**config.mk**
```make
export PLATFORM = sky130hd
export DESIGN_NAME = div_16_8
export DESIGN_NICKNAME = d
export VERILOG_FILES = /design/src/rtl/div_16_8.sv
export SDC_FILE = /design/constraint.sdc
export NUM_CORES = 1
export LEC_CHECK = 0
export CAP_MARGIN = 10
export CORE_MARGIN = 2
export CORE_UTILIZATION = 50
export CTS_BUF_LIST = sky130_fd_sc_hd__clkbuf_4 sky130_fd_sc_hd__clkbuf_8 sky130_fd_sc_hd__clkbuf_16
export CTS_CLUSTER_DIAMETER = 120
export DETAILED_ROUTE_END_ITERATION = 8
export HOLD_SLACK_MARGIN = 0.05
export PLACE_DENSITY = 0.81
export SYNTH_ARGS = -nofsm -noshare
export SYNTH_HDL_FRONTEND = slang
export SYNTH_SLANG_ARGS = --single-unit
```
**constraint.sdc**
```tcl
create_clock -name clk -period 4.9 [get_ports clk]
set_input_delay 0.98 -clock clk [delete_from_list [all_inputs] [get_ports clk]]
set_output_delay 0.98 -clock clk [all_outputs]
set_load 0.1 [all_outputs]
```
**src/rtl/div_16_8.sv**
```systemverilog
// rtl/div_16_8.sv - radix-2 restoring 16/8 unsigned divider with valid/ready handshakes
// Optional DIV_BYZERO_DETECT_EN: short-circuit divide-by-zero and raise dbz.
module div_16_8 (
  input  logic        clk,
  input  logic        rst,
  input  logic        in_valid,
  output logic        in_ready,
  input  logic [15:0] dividend,
  input  logic [7:0]  divisor,
  output logic        out_valid,
  input  logic        out_ready,
  output logic [15:0] quotient,
  output logic [7:0]  remainder,
  output logic        dbz
);

  typedef enum logic [1:0] {
    IDLE = 2'd0,
    CALC = 2'd1,
    DONE = 2'd2
  } state_e;

  state_e      state_q, state_d;
  logic [15:0] q_q, q_d;
  logic [7:0]  r_q, r_d;
  logic [7:0]  dv_q, dv_d;
  logic [3:0]  cnt_q, cnt_d;
  logic        r_ge;
  logic [7:0]  r_low;

`ifdef DIV_BYZERO_DETECT_EN
  logic        dbz_q, dbz_d;
`endif

  // The 9-bit trial remainder only matters for the compare; the stored
  // remainder is always below the divisor, so 8-bit modular subtract is exact.
  assign r_ge  = ({r_q, q_q[15]} >= {1'b0, dv_q});
  assign r_low = {r_q[6:0], q_q[15]};

  always_ff @(posedge clk) begin
    if (rst) begin
      state_q <= IDLE;
      q_q     <= '0;
      r_q     <= '0;
      dv_q    <= '0;
      cnt_q   <= '0;
`ifdef DIV_BYZERO_DETECT_EN
      dbz_q   <= 1'b0;
`endif
    end else begin
      state_q <= state_d;
      q_q     <= q_d;
      r_q     <= r_d;
      dv_q    <= dv_d;
      cnt_q   <= cnt_d;
`ifdef DIV_BYZERO_DETECT_EN
      dbz_q   <= dbz_d;
`endif
    end
  end

  always_comb begin
    state_d = state_q;
    q_d     = q_q;
    r_d     = r_q;
    dv_d    = dv_q;
    cnt_d   = cnt_q;
`ifdef DIV_BYZERO_DETECT_EN
    dbz_d   = dbz_q;
`endif
    case (state_q)
      IDLE: begin
        if (in_valid) begin
          q_d     = dividend;
          r_d     = '0;
          dv_d    = divisor;
          cnt_d   = '0;
          state_d = CALC;
`ifdef DIV_BYZERO_DETECT_EN
          dbz_d   = 1'b0;
          if (divisor == 8'd0) begin
            q_d     = 16'hFFFF;
            r_d     = dividend[7:0];
            dbz_d   = 1'b1;
            state_d = DONE;
          end
`endif
        end
      end
      CALC: begin
        q_d   = {q_q[14:0], r_ge};
        r_d   = r_ge ? (r_low - dv_q) : r_low;
        cnt_d = cnt_q + 4'd1;
        if (cnt_q == 4'd15) begin
          state_d = DONE;
        end
      end
      DONE: begin
        if (out_ready) begin
          state_d = IDLE;
        end
      end
      default: state_d = IDLE;
    endcase
  end

  assign in_ready  = (state_q == IDLE);
  assign out_valid = (state_q == DONE);
  assign quotient  = q_q;
  assign remainder = r_q;

`ifdef DIV_BYZERO_DETECT_EN
  assign dbz = dbz_q;
`else
  assign dbz = 1'b0;
`endif

endmodule

```
==> metrics.txt <==
fmax 0.323 GHz; family with the most delay on the worst path buffers and inverters; top post-synthesis cells by area dfxtp_1, a21oi_1, o21ai_0; die height 70.8 µm; Hold Path Class reg2reg; syn_area_per_cell 7.39 µm²; Worst Setup End Kind output pin; Critical Path AT 2.11 ns; hold path depth 2; hold-critical path endpoint dv_q[2]; pin count of the biggest net entering global routing 38; layout cells sized above 1 0.0490; WHS 0.501 ns; CTS tree built; Pwr Total 1.13 mW; Initial Utilization 0.516; DR pass1 iterations 4; register bit total from synthesis 38; P_int 0.622 mW; # nets final 384; CTS Buf Count 5; via count 2248; capturing point of the worst reg2reg path remainder[7]; die width 70.8 µm; Simple-Gate Fraction of Synth Area 0.193; Synth top area share 0.341; final hold viol count 0; final setup vio count 0; Post-synth top cells a21oi_1, nor2_1, dfxtp_1; setup TNS 0 ns; Seq/Total Area, Yosys 0.341; sw frac 0.451; status completed; Post-CTS Hold Buffers 0; Synth Area in Compound Gates 0.271; antenna fix cells 0; WL/cell 13.5 µm; Worst-Skew Late Latency 0.29 ns; Total Routed Length 5.39 mm; Setup Skew 0.00334 ns; Post-synth ARST share 0; Slowest-stage cell, CP clkdlybuf4s50_1; area post-placement 2760 µm²; GR Overflow Total 0; Synth Flop Type dfxtp_1; clk root buf clkbuf_8; CP Class reg2out; Fillers 378; placed cells 391; port bufs 53; hold_sp dv_q[2]; Area growth syn-to-layout 28.0%; number of antenna violations at the first check in global routing 0; Max clock buf depth 2; RSZ-0062 raised after global routing false; number of I/O pins 55; startpoint types register; register-to-register setup slack 2.49 ns; CP cell instances nor2b_1 -> clkdlybuf4s50_1; Final min period 3.09 ns; Vias/cell 5.63; Crit path required time 3.92 ns; R2R Path Start state_q[0]; Post-route DRC 0; Post-DRT Antenna Nets 0; first-pass GRT wire length 9.14 mm; logic gate share of total power 0.470; CTS Sinks 38; postcts setup bufs 0; P_sw 0.512 mW; R2R cell count 5; PwrDens 397 nW/µm²; main combinational cell family by area after synthesis compound AO/OA/AOI/OAI gates; Final Instance Area 2860 µm²; Buf/Inv on CP 1; die area 5010 µm²; Crit path depth 2; CTS clk-pin slew, worst paths 0.07 ns; slew margin rel. 0.339; Non-Filler Instances 399; H-Tree Level Count 2; final period utilization 0.632; gr usage total 0.222; Worst-Margin Slew 0.989 ns; fraction of the mapped netlist area in adder cells 0.0594; Worst Path Max Fanout 12; Critical Path Max Stage Delay 1.16 ns; Post-synth EDFFs 0; fin. max-slew vios 0; Post-CTS Resized 0; Starting DRT DRC Count 178; Leak Pwr 1.14 nW; GP Congestion 0.897; vias in the first global route 1955; area leader, netlist dfxtp_1; mux cell area share after synthesis 0.0460; Mapped Cells 302; area of the core 4320 µm²; clock power share 0.202; Synth cell types 46; Max Cap Viol 0; maximum vdd drop 0.205 mV; hpwl dp 3.63 mm; cell row count 24; Reg power frac 0.327; Syn Nets 340; xor-xnor portion of the synthesized cell area 0.00785; Ys Warns 0; Synth Cell Area 2230 µm²
placed cells by master (no fill, tap or decap), drive strengths merged, types with 2 or more instances in the layout:
cell	count
nor3	2
nand3	4
nor2b	3
o211ai	8
nand3b	3
a21o	2
buf	2
a32o	2
mux2i	8
a22oi	2
a21oi	40
xor2	2
nand2	26
nor3b	2
or3	2
nand2b	7
clkbuf	7
o21ai	37
ha	9
mux2	2
and3	2
clkdlybuf4s50	53
dfxtp	38
inv	26
nor2	40
state kept, by name (all words and copies together), names as in the netlist:
| signal | count |
|---|---|
| quotient | 16 |
| dv_q | 8 |
| remainder | 8 |
| cnt_q | 4 |
| state_q | 2 |
power by group through the flow:
stage	clock, mW	sequential [mW]	combinational, mW
finish	0.229	0.371	0.533
global route	0.252	0.376	0.573
CTS	0.235	0.371	0.530
detailed placement	0	0.378	0.524
global placement	0	0.377	0.514
floorplan	0	0.544	0.241
metrics by stage:
stage                      util  setup slack, ns
after CTS                 0.661             1.78
after global routing      0.661             1.74
final                     0.661             1.81
after global placement    0.639             1.80
after detailed placement  0.639             1.72
after floorplan               -             1.98
cell families (layout without fill, tap and decap cells):
kind of cell             Yosys count  count (layout)
adder cells (fa/ha/maj)           10              10
AND/OR/NAND/NOR                   94              94
AO/OA/AOI/OAI                    103             103
flip-flops                        38              38
XOR/XNOR                           2               2
other                              1               1
buffers and inverters             44              89
multiplexers                      10              10
worst reg2reg max path, cell delays in order (launching register included):
cell	delay [ns]
dfxtp_1	0.61
nand2b_1	0.44
nor2_1	0.83
nand2_1	0.11
o31a_1	0.26
o21ai_0	0.08
worst max path at each step:
stage                     startpoint      endpoint
after detailed placement    in_valid  remainder[7]
final                     state_q[0]     out_valid
after global placement      in_valid  remainder[7]
after CTS                 state_q[0]     out_valid
after floorplan           state_q[1]     out_valid
after global routing      state_q[0]     out_valid
layer usage:
layer  vias up  track usage  wire length, µm
met4         0       0.0713               78
met5         -            0                0
met1      1031        0.325             2560
met3        10       0.0413              318
li1       1125            -                -
met2        82        0.331             2430
cell type report:
| type | count | area, µm² | area share |
|---|---|---|---|
| Sequential cell | 38 | 761 | 0.266 |
| Tap cell | 52 | 65.1 | 0.0228 |
| Timing Repair Buffer | 55 | 546 | 0.191 |
| Multi-Input combinational cell | 220 | 1290 | 0.452 |
| Clock inverter | 1 | 5.00 | 0.00175 |
| Clock buffer | 7 | 90.1 | 0.0315 |
| Inverter | 26 | 97.6 | 0.0342 |
Note: power is estimated with default switching activity, not from simulation.
